===== src/rtl/imem_loader_pkg.sv =====
// imem_loader_pkg: shared FSM encoding and word geometry for the instruction-memory loader
package imem_loader_pkg;
    typedef enum logic [1:0] {IDLE, RECV, WRITE, DONE} state_t;
    localparam int BYTES_PER_WORD = 4;
endpackage


===== src/rtl/imem_loader_byte_packer.sv =====
// byte_packer: big-endian 8->32 shift register; word_full flags the transfer completing a word
module byte_packer
    import imem_loader_pkg::*;
(
    input  logic        clk,
    input  logic        reset,
    input  logic        clear,
    input  logic        shift_en,
    input  logic [7:0]  byte_in,
    output logic [31:0] word,
    output logic        word_full
);
    logic [1:0] byte_cnt;

    assign word_full = shift_en && byte_cnt == 2'(BYTES_PER_WORD - 1);

    // The counter wraps to 0 on the 4th byte, so no explicit clear is needed between words
    always_ff @(posedge clk) begin
        if (reset) begin
            word     <= '0;
            byte_cnt <= '0;
        end else if (clear) begin
            byte_cnt <= '0;
        end else if (shift_en) begin
            word     <= {word[23:0], byte_in};
            byte_cnt <= byte_cnt + 2'd1;
        end
    end
endmodule


===== src/rtl/imem_loader.sv =====
// imem_loader: packs a byte stream into instruction words, writes them to imem, holds the core in reset meanwhile
module imem_loader
    import imem_loader_pkg::*;
#(
    parameter int          ADDR_W    = 6,
    parameter logic [31:0] BASE_ADDR = 32'h0
) (
    input  logic            clk,
    input  logic            reset,
    input  logic            start,
    input  logic [ADDR_W:0] word_count,
    input  logic [7:0]      byte_in,
    input  logic            byte_valid,
    output logic            byte_ready,
    output logic            imem_we,
    output logic [31:0]     imem_addr,
    output logic [31:0]     imem_wd,
    output logic            cpu_reset,
    output logic            busy,
    output logic            done,
    output logic [31:0]     checksum
);
    localparam logic [ADDR_W:0] DEPTH = (ADDR_W + 1)'(1) << ADDR_W;

    state_t            state;
    logic [ADDR_W:0]   count;
    logic [ADDR_W-1:0] index;
    logic [31:0]       word;
    logic              word_full;
    logic              accept;
    logic              last;

    assign accept  = start && (state == IDLE || state == DONE);
    assign last    = {1'b0, index} == count - 1'b1;
    assign imem_wd = word;

    byte_packer u_packer (
        .clk       (clk),
        .reset     (reset),
        .clear     (accept),
        .shift_en  (byte_valid && byte_ready),
        .byte_in   (byte_in),
        .word      (word),
        .word_full (word_full)
    );

    // Outputs are set on the transition into each state so they are aligned with it
    always_ff @(posedge clk) begin
        if (reset) begin
            state      <= IDLE;
            count      <= '0;
            index      <= '0;
            checksum   <= '0;
            byte_ready <= 1'b0;
            imem_we    <= 1'b0;
            imem_addr  <= '0;
            cpu_reset  <= 1'b1;
            busy       <= 1'b0;
            done       <= 1'b0;
        end else begin
            case (state)
                IDLE, DONE: begin
                    if (start) begin
                        index     <= '0;
                        checksum  <= '0;
                        count     <= word_count > DEPTH ? DEPTH : word_count;
                        state     <= word_count == '0 ? DONE : RECV;
                        byte_ready <= word_count != '0;
                        busy      <= word_count != '0;
                        done      <= word_count == '0;
                        cpu_reset <= word_count != '0;
                    end
                end
                RECV: begin
                    if (word_full) begin
                        state      <= WRITE;
                        byte_ready <= 1'b0;
                        imem_we    <= 1'b1;
                        imem_addr  <= BASE_ADDR + 32'({index, 2'b00});
                    end
                end
                WRITE: begin
                    imem_we  <= 1'b0;
                    checksum <= checksum ^ word;
                    // Index stops at the last word so a full-depth load never wraps
                    if (last) begin
                        state     <= DONE;
                        busy      <= 1'b0;
                        done      <= 1'b1;
                        cpu_reset <= 1'b0;
                    end else begin
                        state      <= RECV;
                        index      <= index + 1'b1;
                        byte_ready <= 1'b1;
                    end
                end
                default: state <= IDLE;
            endcase
        end
    end
endmodule

===== config.mk =====
export PLATFORM = sky130hd
export DESIGN_NAME = imem_loader
export DESIGN_NICKNAME = d
export VERILOG_FILES = /design/src/rtl/imem_loader_pkg.sv /design/src/rtl/imem_loader_byte_packer.sv /design/src/rtl/imem_loader.sv
export SDC_FILE = /design/constraint.sdc
export NUM_CORES = 1
export LEC_CHECK = 0
export ABC_CLOCK_PERIOD_IN_PS = 2900
export BUFFER_PORTS_ARGS = -buffer_cell sky130_fd_sc_hd__buf_2
export CORE_MARGIN = 1.5
export CORE_UTILIZATION = 51
export CTS_CLUSTER_DIAMETER = 40
export DETAILED_ROUTE_END_ITERATION = 8
export PLACE_DENSITY = 0.84
export SETUP_SLACK_MARGIN = 0.2
export SYNTH_ARGS = -nofsm -noshare
export SYNTH_HDL_FRONTEND = slang
export SYNTH_SLANG_ARGS = --single-unit
export TNS_END_PERCENT = 100

===== constraint.sdc =====
create_clock -name clk -period 2.9 [get_ports clk]
set_clock_uncertainty 0.1 [all_clocks]
set_input_delay 0.435 -clock clk [delete_from_list [all_inputs] [get_ports clk]]
set_output_delay 0.435 -clock clk [all_outputs]
set_load 0.03 [all_outputs]

# After elaboration in Yosys (flattened, before gate mapping)
# Index checks and enable logic that the tools add are counted.
# totals
input_bits,19
word_cells,69
register_bits,92
out_inout_bits,101
# op_classes
eq_ne,9
reduce_logical,20
n_bitwise,2
n_mux,22
addsub,3
order_cmp,1
# ops
op,count
32-bit case mux with 2 select lines,1
32-bit two-way mux,1
32-bit XOR,1
6-bit two-way mux,2
6-bit case mux with 2 select lines,1
2-bit AND reduction,6
3-bit AND reduction,3
2-bit two-way mux,4
6-bit by 7-bit == test with 1-bit output,1
"7-bit > comparator, second input constant",1
7-bit logical NOT,1
1-bit two-way mux,7
7-bit two-way mux,1
7-bit nonzero test,1
"7-bit by 1-bit subtractor with 7-bit output, second input constant",1
"6-bit by 1-bit adder with 6-bit output, second input constant",1
"2-bit == test, second input constant",3
"2-bit != test, second input constant",3
1-bit case mux with 2 select lines,3
2-bit case mux with 3 select lines,1
2-bit nonzero test,2
2-bit OR reduction,2
1-bit logical AND,3
1-bit case mux with 3 select lines,1
6 further kinds,6

# Logic depth before layout (Yosys ltp)
# logic_depth
depth_word,5
ltp_mapped,9
mapped_depth_nobuf,8

# Modules after synthesis
# Synthesis repeated with hierarchy kept, for this count alone.
# unflattened
hier_cells,471
hier_area_um2,4265.3
# by_module_without_submodules
module,n_inst,seq_area_each_um2,area_per_inst_um2,cells_each
imem_loader,1,1161.1,2889.0,347
byte_packer,1,680.7,1376.3,124

# Worst setup path before layout
# OpenSTA, ideal clock, no wires.
# synth_timing
kind,register -> register
from,register count[0]
to,register index[5]
setup_ps,59
synth_period_minus_slack_ps,2034
n_path_buf,0
slack_ps,866
path_stages_with_launch,9
t_required_ps,2741
t_arrival_ps,1875
cell_sequence,dfxtp_1 inv_1 ha_1 xor2_1 or3_1 nand3_1 a41o_1 or4_1 nand2_1
# synth_via
elab_chain_len,4
# synth_rtl
item,line,source
from (decl),imem_loader.sv:26,logic [ADDR_W:0] count;
from (signal assigned),imem_loader.sv:66,count <= word_count > DEPTH ? DEPTH : word_count;
7-bit by 1-bit subtractor with 7-bit output,imem_loader.sv:34,"assign last = {1'b0, index} == count - 1'b1;"
6-bit by 7-bit == test with 1-bit output,imem_loader.sv:34,
2-bit != test (no source line),-,
3-bit AND reduction (no source line),-,
to (signal assigned),imem_loader.sv:93,index <= index + 1'b1;
to (decl),imem_loader.sv:27,logic [ADDR_W-1:0] index;
# Every way passes these cells.
# A chain may end at the register's enable or synchronous reset.

# Worst setup path after layout
# layout_timing
from,register state[0]
to,register index[5]
# layout_via
elab_chain_len,4
elab_cells_between_ends,9
classes_between,4 x eq/ne; 1 x mux; 4 x reduce/logical
# layout_rtl
item,line,source
from (decl),imem_loader.sv:25,state_t state;
from (signal assigned),imem_loader.sv:67,state <= word_count == '0 ? DONE : RECV;
2-bit == test / 2-bit logical NOT (equally long branches),imem_loader.sv:61,case (state)
2-bit OR reduction,imem_loader.sv:61,
2-bit != test (no source line) / 2-bit nonzero test (equally long branches),-,
3-bit AND reduction (no source line),-,
# Parallel ways exist; a longest one is shown, timed or not.

==> summary.txt <==
Area post-placement = 4390 um2
CTS tree = built
Hold WC Path Type = primary input to flop
Total setup buffers inserted after CTS = 0
Final Hold Fails = 0
Setup TNS = 0 ns
Post-route ant nets = 0
Largest net degree at the start of global routing = 33
Post-Syn Area = 3930 um2
Max-capacitance violation count = 0
GRT Total Usage = 0.228
GRT overflow = 0
Top Ports = 120
Die Y = 90.8 um
CP endpoint = index[5]$_SDFFE_PP0P_
Critical Path Source = state[0]$_SDFFE_PP0P_
DP Wirelength = 6300 um
Sw power = 1.14 mW
Reg2reg start = state[0]$_SDFFE_PP0P_
H-tree lvl count = 3
CP Capture Type = flop
Clk slew on worst S/H paths = 0.09 ns
Number of buffers added on ports = 93
Ant. Diodes = 0
Vias = 3398
Period utilization = 0.835
Leakage = 2.01 nW
Inserted Clock Buffers = 9
Maximum vdd drop = 378 uV
Drt total wl = 8960 um
Starting Density = 0.533
# hold bufs at CTS = 0
Yosys cell types = 39
CP required = 3.11 ns
Worst setup SP type = flop
Later-pin clock latency in the skew report = 0.36 ns
Sequential area share after synthesis = 0.469
Wire per inst = 13.4 um
Place WS = 0.409 ns
Die W = 90.8 um
Worst R2R End = index[5]$_SDFFE_PP0P_
R2R Setup Slk = 0.48 ns
Clock sinks = 92
Crit Path Class = flop to flop
Final GP Congestion = 0.885
Pwr Density = 680 nW/um2
Final setup fails = 0
Post-route cell area = 4600 um2
Int Pwr = 1.99 mW
First-pass GRT wire length = 15200 um
Slack of the critical path = 0.478 ns
Mean Syn Cell Area = 8.27 um2
Row count = 31
Layout area overhead = 17.2%
Least-Margin Pin Slew = 0.608 ns
First DRT Iteration DRCs = 156
Vias per Instance = 5.09
RSZ-0062 raised after global routing = no
Worst relative slew slack = 0.594
Post-layout min period = 2.42 ns
Die Area = 8240 um2
Sw frac = 0.363
CTS Buffer Depth = 2
Nets@finish = 588
Yosys Warn Count = 0
WHS = 0.205 ns
Final slew viol count = 0
Clk pwr share = 0.285
Antenna violations before repair = 0
Status = finished clean
Crit-path max FO = 12
Combinational power share = 0.265
Vias in the first global route = 3213
Core box area = 7370 um2
Pre-antenna DRT Iters = 5
Reg2Reg Depth = 7
Finished Core Util = 0.625
Synthesized instance count = 475
Seq pwr share = 0.450
Final routed DRC violation total = 0
Layout cells sized above 1 = 0.213
FMAX = 413 MHz
Root buffer cell = clkbuf_8
Yosys reg bits = 92
Critical path arrival = 2.63 ns
[worst max-delay path, stage by stage, from the launching register on]
cell and delay (ns):
dfxtp_1 0.39, inv_1 0.06, ha_1 0.43, and2_2 0.36
a21oi_1 0.17, a41o_1 0.32, or4_1 0.47, nand2_1 0.07
[routing by layer]
layer / GRT usage / up-vias / part of all wire
met5: 0 / - / 0
met2: 0.394 / 125 / 0.49
li1: - / 1665 / -
met4: 0.0899 / 0 / 0.023
met3: 0.0631 / 22 / 0.070
met1: 0.264 / 1586 / 0.42
[registers in the layout, summed over array words and instances, names as in the netlist]
register / count
u_packer.byte_cnt: 2
index: 6
done: 1
byte_ready: 1
count: 7
imem_we: 1
u_packer.word: 32
busy: 1
cpu_reset: 1
checksum: 32
imem_addr: 6
state: 2
[metrics by stage]
stage / power (mW) / std cells
CTS: 3.13 / 667
floorplan: 2.06 / 500
detailed placement: 2.24 / 651
finish: 3.13 / 667
global route: 3.29 / 667
global placement: 2.21 / 651
[worst min path at each step]
stage | from | endpoint | slack [ns] | cells past startpoint
2_1_floorplan | count[6]$_SDFFE_PP0P_ | count[6]$_SDFFE_PP0P_ | 0.35 | 2
3_3_place_gp | cpu_reset$_SDFFE_PP1P_ | cpu_reset$_SDFFE_PP1P_ | 0.36 | 2
3_5_place_dp | count[6]$_SDFFE_PP0P_ | count[6]$_SDFFE_PP0P_ | 0.36 | 2
4_1_cts | byte_in[3] | u_packer.word[3]$_SDFFE_PP0P_ | 0.19 | 3
5_1_grt | byte_in[5] | u_packer.word[5]$_SDFFE_PP0P_ | 0.20 | 3
6_report | byte_in[2] | u_packer.word[2]$_SDFFE_PP0P_ | 0.21 | 3
[kinds of logic after synthesis]
family	count (synthesis)	share of synthesized area
XOR/XNOR	41	0.0914
AND/OR/NAND/NOR	205	0.221
multiplexers	6	0.0153
buffers and inverters	55	0.0777
other	1	0.000955
AO/OA/AOI/OAI	69	0.105
adder cells (fa/ha/maj)	6	0.0191
flip-flops	92	0.469
[area by class of cell]
type | instances | area [um2]
well taps | 99 | 124
multi-input cells | 353 | 1890
inverters | 8 | 30.0
clock buffers | 10 | 138
clock inverters | 6 | 71.3
fillers | 650 | 2770
flip-flops and latches | 92 | 1840
repair buffers | 99 | 510
[power by group through the flow]
| stage | clock, mW | combinational, mW | sequential, mW |
|---|---|---|---|
| CTS | 0.905 | 0.815 | 1.41 |
| finish | 0.892 | 0.830 | 1.41 |
| global placement | 0 | 0.783 | 1.43 |
| detailed placement | 0 | 0.804 | 1.44 |
| floorplan | 0 | 0.553 | 1.50 |
| global route | 0.958 | 0.913 | 1.42 |
[synth_stat cells (all sizes together)]
cell / count / area [um2]
nand2: 117 / 439
dfxtp: 92 / 1840
nor2: 52 / 195
a21oi: 47 / 235
xor2: 37 / 324
buf: 29 / 208
clkbuf: 18 / 67.6
nand3: 10 / 62.6
inv: 8 / 30.0
nand3b: 8 / 60.1
ha: 6 / 75.1
mux2i: 6 / 60.1
nor3: 5 / 25.0
o21ai: 5 / 25.0
xnor2: 4 / 35.0
a211o: 3 / 26.3
a21o: 3 / 23.8
a31oi: 3 / 18.8
nand4: 3 / 18.8
o21a: 3 / 22.5
or3: 2 / 12.5
or4: 2 / 15.0
a2111oi: 1 / 27.5
a211oi: 1 / 7.51
a41o: 1 / 10.0
a41oi: 1 / 8.76
and2: 1 / 6.26
and3: 1 / 6.26
conb: 1 / 3.75
nand2b: 1 / 6.26
nand4b: 1 / 8.76
nor2b: 1 / 6.26
nor4: 1 / 6.26
o2bb2ai: 1 / 8.76
[cells in the final DEF, fill, tap and decap left out, types with 8 or more instances in the layout]
master / instances
a21oi_1: 47
buf_2: 93
clkbuf_8: 10
conb_1: 26
dfxtp_1: 92
inv_1: 8
nand2_1: 117
nand3_1: 9
nand3b_1: 8
nor2_1: 51
xor2_1: 37
[timing repair]
action / CTS / global route
setup endpoints to repair: 0 / 2
resized for setup: 0 / 2
hold endpoints to repair: 0 / 0
Note: power is estimated with default switching activity, not from simulation.
